**src/rtl/svc_axi_rd_arb2.sv**
```systemverilog
// Two-requester AXI read arbiter, one outstanding burst at a time.
// Define SVC_AXI_RD_ARB_RR_EN for round-robin; default is fixed priority (0 wins).
module svc_axi_rd_arb2 #(
  parameter int AXI_ADDR_WIDTH = 32,
  parameter int AXI_DATA_WIDTH = 32,
  parameter int AXI_ID_WIDTH   = 4
) (
  input  logic                        clk,
  input  logic                        rst,
  input  logic [1:0]                  s_axi_arvalid,
  input  logic [2*AXI_ID_WIDTH-1:0]   s_axi_arid,
  input  logic [2*AXI_ADDR_WIDTH-1:0] s_axi_araddr,
  input  logic [15:0]                 s_axi_arlen,
  output logic [1:0]                  s_axi_arready,
  output logic [1:0]                  s_axi_rvalid,
  output logic [AXI_DATA_WIDTH-1:0]   s_axi_rdata,
  output logic [1:0]                  s_axi_rresp,
  output logic                        s_axi_rlast,
  input  logic [1:0]                  s_axi_rready,
  output logic                        m_axi_arvalid,
  output logic [AXI_ID_WIDTH-1:0]     m_axi_arid,
  output logic [AXI_ADDR_WIDTH-1:0]   m_axi_araddr,
  output logic [7:0]                  m_axi_arlen,
  input  logic                        m_axi_arready,
  input  logic                        m_axi_rvalid,
  input  logic [AXI_DATA_WIDTH-1:0]   m_axi_rdata,
  input  logic [1:0]                  m_axi_rresp,
  input  logic                        m_axi_rlast,
  output logic                        m_axi_rready
);

  typedef enum logic [1:0] {
    IDLE,
    ADDR,
    DATA
  } state_t;

  state_t state;
  logic   grant;
  logic   pick;
  logic   burst_done;

  assign burst_done = m_axi_rvalid & m_axi_rready & m_axi_rlast;

`ifdef SVC_AXI_RD_ARB_RR_EN
  logic ptr;

  // Pointer only matters when both requesters contend.
  always_comb begin
    pick = s_axi_arvalid[1];
    if (&s_axi_arvalid) pick = ptr;
  end

  always_ff @(posedge clk) begin
    if (rst) begin
      ptr <= 1'b0;
    end else if (state == DATA && burst_done) begin
      ptr <= ~grant;
    end
  end
`else
  always_comb pick = ~s_axi_arvalid[0];
`endif

  always_ff @(posedge clk) begin
    if (rst) begin
      state <= IDLE;
      grant <= 1'b0;
    end else begin
      unique case (state)
        IDLE: begin
          if (|s_axi_arvalid) begin
            grant <= pick;
            state <= ADDR;
          end
        end
        ADDR: begin
          if (m_axi_arvalid && m_axi_arready) state <= DATA;
        end
        DATA: begin
          if (burst_done) state <= IDLE;
        end
        default: state <= IDLE;
      endcase
    end
  end

  always_comb begin
    m_axi_arid   = s_axi_arid[AXI_ID_WIDTH-1:0];
    m_axi_araddr = s_axi_araddr[AXI_ADDR_WIDTH-1:0];
    m_axi_arlen  = s_axi_arlen[7:0];
    if (grant) begin
      m_axi_arid   = s_axi_arid[2*AXI_ID_WIDTH-1:AXI_ID_WIDTH];
      m_axi_araddr = s_axi_araddr[2*AXI_ADDR_WIDTH-1:AXI_ADDR_WIDTH];
      m_axi_arlen  = s_axi_arlen[15:8];
    end
  end

  always_comb begin
    m_axi_arvalid = 1'b0;
    m_axi_rready  = 1'b0;
    s_axi_arready = 2'b00;
    s_axi_rvalid  = 2'b00;
    unique case (state)
      ADDR: begin
        m_axi_arvalid        = s_axi_arvalid[grant];
        s_axi_arready[grant] = m_axi_arready;
      end
      DATA: begin
        m_axi_rready        = s_axi_rready[grant];
        s_axi_rvalid[grant] = m_axi_rvalid;
      end
      default: ;
    endcase
  end

  assign s_axi_rdata = m_axi_rdata;
  assign s_axi_rresp = m_axi_rresp;
  assign s_axi_rlast = m_axi_rlast;

endmodule
```
**config.mk**
```make
export PLATFORM = sky130hd
export DESIGN_NAME = svc_axi_rd_arb2
export DESIGN_NICKNAME = d
export VERILOG_FILES = /design/src/rtl/svc_axi_rd_arb2.sv
export SDC_FILE = /design/constraint.sdc
export NUM_CORES = 1
export LEC_CHECK = 0
export CAP_MARGIN = 0
export CORE_AREA = 2 2 83 85
export DETAILED_ROUTE_END_ITERATION = 12
export DIE_AREA = 0 0 85 87
export PLACE_DENSITY = 0.84
export SLEW_MARGIN = 20
export SYNTH_ARGS = -nofsm -noshare
export SYNTH_HDL_FRONTEND = slang
export SYNTH_SLANG_ARGS = --single-unit
```
**constraint.sdc**
```tcl
create_clock -name clk -period 1.1 [get_ports clk]
set_input_delay 0.22 -clock clk [delete_from_list [all_inputs] [get_ports clk]]
set_output_delay 0.22 -clock clk [all_outputs]
set_load 0.01 [all_outputs]
```
==> flow_summary.ini <==
[routing]
ant_nets = 0
routed_via_density = 4.02
drtPass1Iterations = 2
drc = 0
totalWireLength_mm = 4.97
wl_per_cell_um = 15.2
vias = 1317
drt_iter0_drc = 36

[cts]
clock_path_buffers = 2
cts_root_buffer = clkbuf_8
hold_buffers = 0
clock_latency_ps = 210
cts_tree = built
cts.sinks = 3
cts.clk_slew.worst_paths_ps = 30
numCtsBuffers = 3
cts.htree.levels = 1

[flow_run]
cap_violations = 0

[grt]
overflow = 0
gr-usage-met1_pct = 11.0
grt.total_usage_pct = 11.7
grt_max_degree = 8
use_met3_pct = 3.22
antenna_found_initial = 0
gr-usage-met2_pct = 24.2
grt_first_pass_wirelength_mm = 6.82
grt-busiest-layer = met2
grt_pass1_vias = 1402

[hold_path]
min_to = s_axi_rdata[13]
hold_class = in2out
hold_depth = 0
worstHoldStart = m_axi_rdata[13]

[floorplan]
io_pins = 216
die_area_um2 = 7400
start_util_pct = 15.3
die_h_um = 87
rows = 30
fp.coreArea_um2 = 6570
die_w_um = 85

[pwr]
power_frac_seq_pct = 6.8
clock_power_share_pct = 16.5
switching_share_pct = 27.1
power_switching_w = 0.000515
p_int_w = 0.00139
leakagePower_nw = 1.29
p_comb_share_pct = 76.7
power.density_nw_per_um2 = 640
peakVddDrop_mv = 0.300

[layout]
stdcell_area_um2 = 2970
final_nets = 380
syn2layout_area_growth_pct = 196
antenna_cells = 0
drive_gt1_share_pct = 58.5
final_util_pct = 45.2

[setup_path]
reg2reg_to = state[0]$_SDFFE_PP0P_
cp.arrival_ps = 1390
critPathTopFamily = buffers and inverters
max_stage_delay_ps = 350
crit_type = reg2out
crit_chain = buf_12 -> bufbuf_16 -> mux2_4 -> buf_6
path_max_fanout = 5
reg2reg_depth = 5
slowest_stage = dfxtp_4
start_kind = flop
crit_required_ps = 880
critPathCaptureType = primary output
r2r-start = grant$_SDFFE_PP0P_
cp_num_buf_inv = 3
rrSetupSlack_ps = -180

[sta]
hold_ws_ps = 440
period_share_pct = 146
skew_ps = 0.501
finalSetupViolations = 52
hold_viol_final = 0
rsz0062_at_grt = yes
finalMaxSlewViolations = 0
max_freq_mhz = 622
worstMarginPinSlew_ps = 226
worst_slack_ps = -508
finalSetupTns_ps = -20070
slew_headroom_pct = 84.9
finalCriticalPeriod_ps = 1610

[placed_design]
dpl_cell_area_um2 = 2420
io_buffers = 147
dpl_worst_slack_ps = -705
dp_hpwl_mm = 3.71
gp_congestion = 0.708

[synthesis]
yosys_warnings = 0
synth-seq-cells = 3
ys_types = 19
synth_nets = 241
ys_top_cells_by_area = mux2_2 (49%), buf_4 (26%), dfxtp_1 (6.0%)
synth-seq-area-share_pct = 5.98
synth.avg_cell_area_um2 = 9.13
yosys.area.top_type = mux2_2
syn-instance-count = 110
synth_area_um2 = 1000
synth_top_cell_area_share_pct = 49.3

[status]
status = finished with violations
violations = setup timing
[metrics by stage]
step / instances / power [W]
CTS: 329 / 0.00193
global placement: 308 / 0.00123
finish: 328 / 0.00190
floorplan: 110 / 0.000670
global route: 328 / 0.00199
detailed placement: 308 / 0.00125
[layer usage]
layer  vias to the layer above  share of wire (%)
met5                         -                  0
met3                         8                 11
met4                         0                1.0
met2                        96                 56
li1                        626                  -
met1                       587                 32
[Yosys cell counts, drive strengths merged]
master / count
a211oi: 1
a21oi: 2
and2: 1
and3: 3
buf: 41
dfxtp: 3
mux2: 45
mux2i: 1
nand2: 3
nand3: 1
nor2: 3
nor2b: 3
nor3: 1
nor4: 1
o21ai: 1
[placed cells by master, fill, tap and decap left out, drive strengths merged]
master	netlist	final
a211oi	1	1
a21oi	2	2
and2	1	1
and3	3	3
buf	41	78
bufbuf	0	1
clkbuf	0	4
clkdlybuf4s50	0	96
dfxtp	3	3
mux2	45	45
mux2i	1	1
nand2	3	3
nand3	1	1
nor2	3	3
nor2b	3	3
nor3	1	1
nor4	1	1
o21ai	1	1
[cell type report]
cell class / count / area, µm²
Timing Repair Buffer: 175 / 1890
Tap cell: 80 / 100
Sequential cell: 3 / 66.3
Fill cell: 585 / 3600
Clock buffer: 4 / 45.0
Multi-Input combinational cell: 66 / 870
[power by group through the flow]
stage                     combinational [W]  sequential, W  clock [W]
after floorplan                    0.000544       0.000127          0
after global placement              0.00110       0.000128          0
after detailed placement            0.00112       0.000129          0
after CTS                           0.00148       0.000129   0.000319
after global routing                0.00153       0.000130   0.000329
final                               0.00146       0.000129   0.000314
[registers in the layout, summed over array words and instances (netlist names)]
register,flops
state,2
grant,1
[worst max path at each step]
stage                                  start               endpoint  slack (ps)  depth (start not counted)
after global routing      grant$_SDFFE_PP0P_         m_axi_arlen[5]        -530                          4
after CTS                 grant$_SDFFE_PP0P_          m_axi_arid[2]        -510                          5
final                     grant$_SDFFE_PP0P_         m_axi_arlen[5]        -510                          4
after global placement      s_axi_arvalid[0]          m_axi_arvalid        -700                          4
after floorplan           grant$_SDFFE_PP0P_  state[0]$_SDFFE_PP0P_         -50                          4
after detailed placement    s_axi_arvalid[0]          m_axi_arvalid        -700                          4
[what timing repair did]
item / in CTS / in global routing
buffers inserted: 12 / 3
gates resized for setup: 306 / 16
gates cloned: 5 / 0
pin swaps: 4 / 5
endpoints found under the setup margin: 53 / 53
[worst register-to-register path, cell delays in order, from the launching register on]
cell,delay [ps]
dfxtp_4,360
buf_12,120
mux2_4,310
buf_6,130
and3_4,150
nor4_4,120
[kinds of logic (layout without fill, tap and decap cells)]
family / count (synthesis) / count (layout) / synth area share (%)
multiplexers: 46 / 46 / 51.8
buffers and inverters: 41 / 179 / 29.8
AND/OR/NAND/NOR: 16 / 16 / 10.2
AO/OA/AOI/OAI: 4 / 4 / 2.24
flip-flops: 3 / 3 / 5.98
Note: power is estimated with default switching activity, not from simulation.
